--- src/rtl/comb_decimator_if.sv ---
// comb_decimator_if
//   Groups the sample stream of the comb decimator.
//   in_valid / in_data              : integrator samples into the decimator
//   out_valid / out_data / primed   : decimated, differentiated, scaled result
//   Modports:
//     slave  - the decimator (consumes in_*, drives out_* and primed)
//     master - the surrounding logic (drives in_*, observes out_* and primed)
interface comb_decimator_if #(
  parameter int WIDTH = 22
);
  logic             in_valid;
  logic [WIDTH-1:0] in_data;
  logic             out_valid;
  logic [WIDTH-1:0] out_data;
  logic             primed;

  modport slave (
    input  in_valid,
    input  in_data,
    output out_valid,
    output out_data,
    output primed
  );

  modport master (
    output in_valid,
    output in_data,
    input  out_valid,
    input  out_data,
    input  primed
  );
endinterface

--- src/rtl/comb_decimator.sv ---
// comb_decimator
//   Decimates the integrator's Q2.20 stream by DECIM, applies a comb with
//   differential delay DIFF_DELAY (in decimated samples) and scales the
//   result by a rounding arithmetic right shift of SHIFT bits.
//   Ports:
//     clk    - rising-edge clock
//     reset  - synchronous, active-high reset
//     bus    - comb_decimator_if.slave: in_valid/in_data in,
//              out_valid/out_data/primed out
module comb_decimator #(
  parameter int WIDTH      = 22,
  parameter int DECIM      = 4,
  parameter int DIFF_DELAY = 1,
  parameter int SHIFT      = 2
) (
  input logic              clk,
  input logic              reset,
  comb_decimator_if.slave  bus
);

  localparam int PW        = (DECIM > 1) ? $clog2(DECIM) : 1;
  // Half an output LSB, added before the shift so the result rounds half up.
  // Evaluates to 0 when SHIFT is 0.
  localparam int ROUND_INT = (1 << SHIFT) >> 1;

  logic [PW-1:0]    phase_reg, phase_next;
  logic [1:0]       prime_reg, prime_next;
  logic [WIDTH-1:0] out_data_reg, out_data_next;
  logic             out_valid_reg, out_valid_next;
  logic [WIDTH-1:0] delay_reg [DIFF_DELAY];

  logic                    capture;
  logic                    primed_now;
  logic [WIDTH-1:0]        diff;
  logic signed [WIDTH:0]   diff_ext;
  logic signed [WIDTH:0]   rounded;
  logic signed [WIDTH:0]   scaled;

  // A decimated sample is taken on the DECIM-th accepted input of each block.
  assign capture    = bus.in_valid && (phase_reg == PW'(DECIM - 1));
  assign primed_now = (prime_reg == 2'(DIFF_DELAY));

  // Modular subtraction: integrator wrap-around cancels in the comb.
  assign diff     = bus.in_data - delay_reg[DIFF_DELAY-1];
  // One guard bit so adding the rounding constant cannot overflow.
  assign diff_ext = $signed({diff[WIDTH-1], diff});
  assign rounded  = diff_ext + (WIDTH+1)'(ROUND_INT);
  assign scaled   = rounded >>> SHIFT;

  always_comb begin
    phase_next     = phase_reg;
    prime_next     = prime_reg;
    out_data_next  = out_data_reg;
    out_valid_next = 1'b0;

    if (bus.in_valid) begin
      if (phase_reg == PW'(DECIM - 1)) begin
        phase_next = '0;
      end else begin
        phase_next = phase_reg + PW'(1);
      end
    end

    if (capture) begin
      if (primed_now) begin
        out_valid_next = 1'b1;
        out_data_next  = WIDTH'(scaled);
      end else begin
        // Warm-up: this capture only fills the delay line.
        prime_next = prime_reg + 2'd1;
      end
    end
  end

  always_ff @(posedge clk) begin
    if (reset) begin
      phase_reg     <= '0;
      prime_reg     <= '0;
      out_data_reg  <= '0;
      out_valid_reg <= 1'b0;
    end else begin
      phase_reg     <= phase_next;
      prime_reg     <= prime_next;
      out_data_reg  <= out_data_next;
      out_valid_reg <= out_valid_next;
    end
  end

  // Comb delay line: tap 0 holds the newest captured sample, each further
  // tap the one captured before it.
  genvar gi;
  generate
    for (gi = 0; gi < DIFF_DELAY; gi++) begin : g_tap
      if (gi == 0) begin : g_first
        always_ff @(posedge clk) begin
          if (reset) begin
            delay_reg[gi] <= '0;
          end else if (capture) begin
            delay_reg[gi] <= bus.in_data;
          end
        end
      end else begin : g_next
        always_ff @(posedge clk) begin
          if (reset) begin
            delay_reg[gi] <= '0;
          end else if (capture) begin
            delay_reg[gi] <= delay_reg[gi-1];
          end
        end
      end
    end
  endgenerate

  assign bus.out_valid = out_valid_reg;
  assign bus.out_data  = out_data_reg;
  assign bus.primed    = primed_now;

endmodule
--- src/flat_wrapper.sv ---
// flat-port wrapper written by rule: the top's interface ports become plain ports
module comb_decimator_flat 
#(
  parameter int WIDTH      = 22,
  parameter int DECIM      = 4,
  parameter int DIFF_DELAY = 1,
  parameter int SHIFT      = 2
)
  (clk, reset, bus_in_valid, bus_in_data, bus_out_valid, bus_out_data, bus_primed);
  comb_decimator_if #(.WIDTH(WIDTH)) bus_i ();
  input logic clk;
  input logic reset;
  input wire logic [$bits(bus_i.in_valid)-1:0] bus_in_valid;
  input wire logic [$bits(bus_i.in_data)-1:0] bus_in_data;
  output wire logic [$bits(bus_i.out_valid)-1:0] bus_out_valid;
  output wire logic [$bits(bus_i.out_data)-1:0] bus_out_data;
  output wire logic [$bits(bus_i.primed)-1:0] bus_primed;
  assign bus_i.in_valid = bus_in_valid;
  assign bus_i.in_data = bus_in_data;
  assign bus_out_valid = bus_i.out_valid;
  assign bus_out_data = bus_i.out_data;
  assign bus_primed = bus_i.primed;
  comb_decimator #(.WIDTH(WIDTH), .DECIM(DECIM), .DIFF_DELAY(DIFF_DELAY), .SHIFT(SHIFT)) u_core (.clk(clk), .reset(reset), .bus(bus_i));
endmodule
--- config.mk ---
export PLATFORM = sky130hd
export DESIGN_NAME = comb_decimator_flat
export DESIGN_NICKNAME = d
export VERILOG_FILES = /design/src/rtl/comb_decimator_if.sv /design/src/rtl/comb_decimator.sv /design/src/flat_wrapper.sv
export SDC_FILE = /design/constraint.sdc
export NUM_CORES = 1
export LEC_CHECK = 0
export ABC_CLOCK_PERIOD_IN_PS = 4300
export BUFFER_PORTS_ARGS = -buffer_cell sky130_fd_sc_hd__buf_2
export CORE_MARGIN = 3
export CORE_UTILIZATION = 40
export DETAILED_ROUTE_END_ITERATION = 16
export PLACE_DENSITY = 0.63
export SYNTH_ARGS = -nofsm -noshare
export SYNTH_HDL_FRONTEND = slang
export SYNTH_SLANG_ARGS = --single-unit
--- constraint.sdc ---
create_clock -name clk -period 4.3 [get_ports clk]
set_clock_uncertainty 0.15 [all_clocks]
set_input_delay 0.215 -clock clk [delete_from_list [all_inputs] [get_ports clk]]
set_output_delay 0.215 -clock clk [all_outputs]
set_load 0.1 [all_outputs]
==> qor.yml, run 1 <==
timing:
  slew-limit-headroom: 0.213
  final-max-slew-violation-count: 0
  holdWs_ns: 0.0493
  rsz0062_at_grt: "no"
  timing.setup.tns_ns: 0
  clock.fmax_mhz: 304
  tightestPinTransition_ns: 1.18
  setup_slack_ns: 1.01
  fin_crit_ns: 3.29
  setup_violations: 0
  report.final.hold_viol_count: 0
  fin_crit_sh: 0.766
power:
  irDropWorstVdd_v: 0.000117
  leakage_nw: 1.54
  powerDensity_nw_per_um2: 293
  power_mw: 1.12
layout:
  fillCellCount: 837
  largest_reg_flops: 22
  num_antenna_cells: 0
  final_cells: 528
  multi_input_area_um2: 2050
  postLayoutCoreUtil: 0.462
  final_area_um2: 3810
  regArea_um2: 1180
  fin_nets: 471
  syn2layout_area_growth_pct: 12.0
  drive_gt1_frac: 0.177
floorplan:
  start_util: 0.412
  die_h_um: 98.3
  boundaryPins: 49
  die_w_um: 98.3
  die-area_um2: 9660
  rows: 33
  fp.coreArea_um2: 8260
clock_tree:
  clock_path_buffers: 2
  cts.sinks: 48
  clock_latency_ns: 0.31
  postCtsSetupBuffers: 0
  clock-root-buffer: "clkbuf_8"
  hold_buffers: 0
  cts_max_level: 2
  cts_inserted_buffers: 5
  cts_resized: 0
  cts_tree: "built"
  path_clk_slew_ns: 0.10
placement:
  place_congestion: 0.923
  dp_cells: 520
  dp_slack_ns: 1.01
  io_buffers: 48
  placed_area_um2: 3700
  hpwl_um: 5470
worst_hold_path:
  whs_endpoint: "u_core.delay_reg[0][10]$_SDFFCE_PN0P_"
  hp-class: "primary input to register"
  hp-start: "bus_in_data[10]"
  min_path_cells: 2
synth:
  ys_types: 59
  yosysSeqAreaShare: 0.347
  synthTopCellsByArea: "edfxtp_1, dfxtp_1, ha_1"
  ys_ff_latch: 48
  netlist_instances: 385
  async_flop_share: 0
  syn_avg_cell_area_um2: 8.85
  syn_area_um2: 3410
  synth-edff-count: 22
  synth_top_area_cell: "edfxtp_1"
  yosysWarnings: 0
  ys.flop_type: "dfxtp_1"
  syn_nets: 434
  yosysTopAreaCellShare: 0.194
global_route:
  grtUsageTotal: 0.150
  antenna_found_initial: 0
  grt_pass1_vias: 2607
  gr-total-overflow: 0
  grt_pass1_wl_um: 12200
  grt_max_degree: 39
worst_setup_path:
  arrival_ns: 3.37
  worstPathMaxFanout: 5
  reg2reg_from: "u_core.delay_reg[0][4]$_SDFFCE_PN0P_"
  timing.rr.end: "u_core.bus.out_data[19]$_SDFFE_PP0P_"
  start_kind: "register"
  r2r_cells: 11
  crit_type: "register to register"
  critPathMaxStageDelay_ns: 0.45
  slowest_stage: "a21boi_1"
  path_cells: "inv_1 > ha_1 > a21oi_1 > a21boi_1 > nor4_1 > nor3_1 > nand4_2 > nor4_4 > nand4_1 > xnor2_1 > a211oi_1"
  r2r_slack_ns: 1.01
  crit_required_ns: 4.38
  worst_setup_path_end_kind: "register"
outcome:
  status: "completed"
drt:
  route.vias.total: 2738
  ant_nets: 0
  drc: 0
  viasPerCell: 5.19
  routedWlPerCell_um: 13.4
  routed_wl_um: 7070
  drt_first_pass_iters: 4
  drt_iter0_drc: 79
flow_run:
  drv_cap: 0
-- Yosys cell counts, types with 2 or more instances --
cell type	instances
a2111oi_0	2
a211oi_1	16
a21boi_1	2
a21o_1	3
a21oi_1	26
a21oi_2	2
and2_1	24
and3_1	6
and4_1	4
and4b_1	2
buf_2	4
clkbuf_1	13
dfxtp_1	26
edfxtp_1	22
ha_1	23
inv_1	25
nand2_1	27
nand2b_1	3
nand3_1	8
nand3b_1	2
nand4_1	7
nor2_1	34
nor2b_1	4
nor3_1	7
nor3b_2	2
nor4_1	5
o21a_1	2
o21ai_0	11
o21ai_1	3
o21ai_2	2
o21bai_1	4
o31a_1	2
or2_2	2
or3_1	4
xnor2_1	18
xor2_1	15
-- power breakdown --
group          internal, mW  switching, mW  total, mW
clock network         0.153          0.169      0.322
registers             0.488        0.00407      0.492
logic                 0.117          0.186      0.303
-- cell type report --
| class | instances | share of cell area |
|---|---|---|
| well taps | 105 | 0.0344 |
| clock inverters | 2 | 0.00394 |
| inverters | 25 | 0.0246 |
| flip-flops and latches | 48 | 0.310 |
| repair buffers | 49 | 0.0650 |
| clock buffers | 6 | 0.0246 |
| multi-input cells | 293 | 0.538 |
-- per-layer routing --
metal / GRT usage / routed length, um / vias to the layer above
li1: - / - / 1444
met1: 0.215 / 3580 / 1243
met2: 0.240 / 3150 / 45
met3: 0.0207 / 246 / 6
met4: 0.0378 / 88 / 0
met5: 0 / 0 / -
-- cells in the final DEF, fill, tap and decap left out, types with 15 or more instances in the layout --
cell type / Yosys / final
nor2_1: 34 / 34
and2_1: 24 / 24
buf_2: 4 / 48
edfxtp_1: 22 / 22
nand2_1: 27 / 27
xor2_1: 15 / 15
xnor2_1: 18 / 18
a21oi_1: 26 / 26
dfxtp_1: 26 / 26
inv_1: 25 / 25
ha_1: 23 / 23
a211oi_1: 16 / 16
-- worst max-delay path: cells and delay by family, from the launching register on --
family / cells / cell delay [ns]
adders and majority gates: 1 / 0.32
buffers and inverters: 1 / 0.04
xor gates and xnor gates: 1 / 0.15
DFF: 1 / 0.34
AOI/OAI and AO/OA: 3 / 0.99
and+or+nand+nor: 5 / 1.23
-- cell families (layout without fill, tap and decap cells) --
family / after synthesis / in the layout / share of synthesized area
adders and majority gates: 24 / 24 / 0.0904
muxes: 1 / 1 / 0.00294
and+or+nand+nor: 148 / 148 / 0.241
DFF: 48 / 48 / 0.347
AOI/OAI and AO/OA: 85 / 85 / 0.174
buffers and inverters: 44 / 82 / 0.0511
xor gates and xnor gates: 35 / 35 / 0.0944
-- how the worst max path moves through the flow --
stage | slack, ns | depth (start not counted) | endpoint | startpoint
floorplan | 1.26 | 12 | u_core.bus.out_data[19]$_SDFFE_PP0P_ | u_core.delay_reg[0][0]$_SDFFCE_PN0P_
global placement | 1.07 | 11 | u_core.bus.out_data[20]$_SDFFE_PP0P_ | u_core.delay_reg[0][0]$_SDFFCE_PN0P_
detailed placement | 1.01 | 11 | u_core.bus.out_data[19]$_SDFFE_PP0P_ | bus_in_data[4]
CTS | 0.99 | 11 | u_core.bus.out_data[19]$_SDFFE_PP0P_ | u_core.delay_reg[0][4]$_SDFFCE_PN0P_
global route | 0.65 | 12 | u_core.bus.out_data[18]$_SDFFE_PP0P_ | u_core.delay_reg[0][0]$_SDFFCE_PN0P_
finish | 1.01 | 11 | u_core.bus.out_data[19]$_SDFFE_PP0P_ | u_core.delay_reg[0][4]$_SDFFCE_PN0P_
No activity file was read; power rests on OpenSTA's default activity.
==> inputs of run 2 (changes only) <==
- ABC_AREA: not set -> 1
- ABC_CLOCK_PERIOD_IN_PS: 4300 -> 2700
- PLACE_DENSITY: 0.63 -> 0.65
- clock period: 4.3 -> 2.7 ns (I/O delays scaled with it)
==> run 2 against run 1 <==
- cell area up 37%
- non-clock buffer count up 38
- synthesized cell count up 60%
- setup slack worse by 0.89 ns
- synthesized area up 17%
- combinational power rose to 2.6 times the previous value
- clock power up 68%
- critical path type unchanged
- critical endpoint is now u_core.bus.out_data[16]$_SDFFE_PP0P_
- largest cell class unchanged
==> qor.yml, run 2 <==
layout:
  final_cells: 830
  syn2layout_area_growth_pct: 31.2
  postLayoutCoreUtil: 0.553
  fillCellCount: 953
  regArea_um2: 1180
  final_area_um2: 5230
  final_cell_mix: "nand2_1, inv_1, buf_2"
  fin_nets: 749
  num_antenna_cells: 0
  largest_reg_flops: 22
  multi_input_area_um2: 2700
  layout_commonest_cell: "nand2_1"
  drive_gt1_frac: 0.290
drt:
  routed_wl_um: 10200
  drt_first_pass_iters: 4
  routedWlPerCell_um: 12.3
  drc: 0
  ant_nets: 0
  viasPerCell: 4.83
  drt_iter0_drc: 131
  route.vias.total: 4005
placement:
  io_buffers: 48
  hpwl_um: 7720
  placed_area_um2: 4400
  dp_cells: 790
  place_congestion: 0.895
global_route:
  grt_pass1_vias: 3806
  antenna_found_initial: 0
  grt_pass1_wl_um: 17400
  grtUsageTotal: 0.187
  grt_max_degree: 26
  gr-total-overflow: 0
synth:
  yosysSeqAreaShare: 0.296
  syn_avg_cell_area_um2: 6.48
  ys.flop_type: "dfxtp_1"
  ys_ff_latch: 48
  synthTopCellsByArea: "edfxtp_1, nand2_1, dfxtp_1"
  yosysTopAreaCellShare: 0.166
  async_flop_share: 0
  syn_area_um2: 3990
  yosys-top-cells-count: "nand2_1, inv_1, nor2_1"
  synth-edff-count: 22
  ys_types: 35
  yosysWarnings: 0
  syn_nets: 665
  netlist_instances: 616
  synth.most_common_cell: "nand2_1"
  synth_top_area_cell: "edfxtp_1"
clock_tree:
  cts_tree: "built"
  clock-root-buffer: "clkbuf_8"
  cts.sinks: 48
  cts_inserted_buffers: 5
  clock_latency_ns: 0.32
  path_clk_slew_ns: 0.12
  clock_path_buffers: 2
  cts_max_level: 2
floorplan:
  die_h_um: 106
  rows: 35
  fp.coreArea_um2: 9460
  die-area_um2: 11200
  die_w_um: 106
  start_util: 0.422
  boundaryPins: 49
worst_setup_path:
  worstSetupStartpoint: "u_core.delay_reg[0][0]$_SDFFCE_PN0P_"
  arrival_ns: 2.68
  reg2reg_from: "u_core.delay_reg[0][0]$_SDFFCE_PN0P_"
  crit_type: "register to register"
  worst_setup_path_end_kind: "register"
  r2r_slack_ns: 0.12
  setup.worst_path.end: "u_core.bus.out_data[16]$_SDFFE_PP0P_"
  r2r_cells: 15
  crit_required_ns: 2.80
  timing.rr.end: "u_core.bus.out_data[16]$_SDFFE_PP0P_"
  worstPathMaxFanout: 2
  start_kind: "register"
power:
  leakage_nw: 2.63
  powerDensity_nw_per_um2: 403
  irDropWorstVdd_v: 0.000244
timing:
  report.final.hold_viol_count: 0
  rsz0062_at_grt: "yes"
  slew-limit-headroom: 0.556
  clock.fmax_mhz: 388
  holdWs_ns: 0.00762
  tightestPinTransition_ns: 0.666
  fin_crit_ns: 2.58
  fin_crit_sh: 0.955
  final-max-slew-violation-count: 0
  setup_violations: 0
flow_run:
  drv_cap: 0
outcome:
  status: "completed"
worst_hold_path:
  hp-start: "bus_in_data[1]"
  hp-class: "primary input to register"
[run 2: routing by layer]
| layer | global-route usage | wire [um] |
|---|---|---|
| met2 | 0.338 | 5050 |
| met4 | 0.0481 | 166 |
| met3 | 0.0233 | 333 |
| met1 | 0.236 | 4660 |
| met5 | 0 | 0 |
[run 2: cell families after synthesis]
kind of cell,synth area share
adder cells (fa/ha/maj),0.0771
AO/OA/AOI/OAI,0.0991
buffers and inverters,0.135
AND/OR/NAND/NOR,0.367
flip-flops,0.296
XOR/XNOR,0.0260
[run 2: report_power, final]
group	leakage, nW	total [mW]	switching (mW)	internal, mW
clock	0.0573	0.540	0.296	0.244
sequential	0.437	0.785	0.00706	0.778
combinational	2.13	0.786	0.502	0.284
[run 2: how the worst min path moves through the flow]
| stage | end | cells after the start |
|---|---|---|
| floorplan | u_core.bus.out_data[20]$_SDFFE_PP0P_ | 1 |
| global placement | u_core.bus.out_data[20]$_SDFFE_PP0P_ | 2 |
| detailed placement | u_core.bus.out_data[20]$_SDFFE_PP0P_ | 2 |
| CTS | u_core.delay_reg[0][8]$_SDFFCE_PN0P_ | 3 |
| global route | u_core.delay_reg[0][8]$_SDFFCE_PN0P_ | 3 |
| finish | u_core.delay_reg[0][1]$_SDFFCE_PN0P_ | 3 |
[run 2: metrics by stage]
step | setup TNS [ns] | worst slack (ns) | total power [mW]
global route | -0.167 | -0.0468 | 2.26
detailed placement | 0 | 0.0568 | 1.41
global placement | 0 | 0.0912 | 1.41
finish | 0 | 0.121 | 2.11
CTS | 0 | 0.00892 | 1.99
floorplan | 0 | 0.234 | 1.27
[run 2: what timing repair did]
item                                    CTS  global route
hold buffers                             22             0
endpoints found under the hold margin    23             0
resized for setup                         0           105
buffers inserted                          0            10
endpoints found under the setup margin    0            15
[run 2: worst max-delay path: stages (launching register included)]
cell and delay (ns):
edfxtp_1 0.40, nand2_2 0.08, inv_2 0.04, fa_2 0.41
xor2_2 0.17, nor2_2 0.20, nand3_2 0.11, nor2_1 0.12
nand2_1 0.11, nor2_4 0.15, nand3_4 0.11, nor2_4 0.15
nand3_2 0.07, nand2_2 0.07, nand2_2 0.06, a21oi_2 0.12
[run 2: area by class of cell]
cell class / count / area share
Clock buffer: 6 / 0.0179
Tap cell: 129 / 0.0308
Clock inverter: 2 / 0.00287
Sequential cell: 48 / 0.226
Inverter: 131 / 0.0940
Timing Repair Buffer: 87 / 0.112
Multi-Input combinational cell: 427 / 0.516
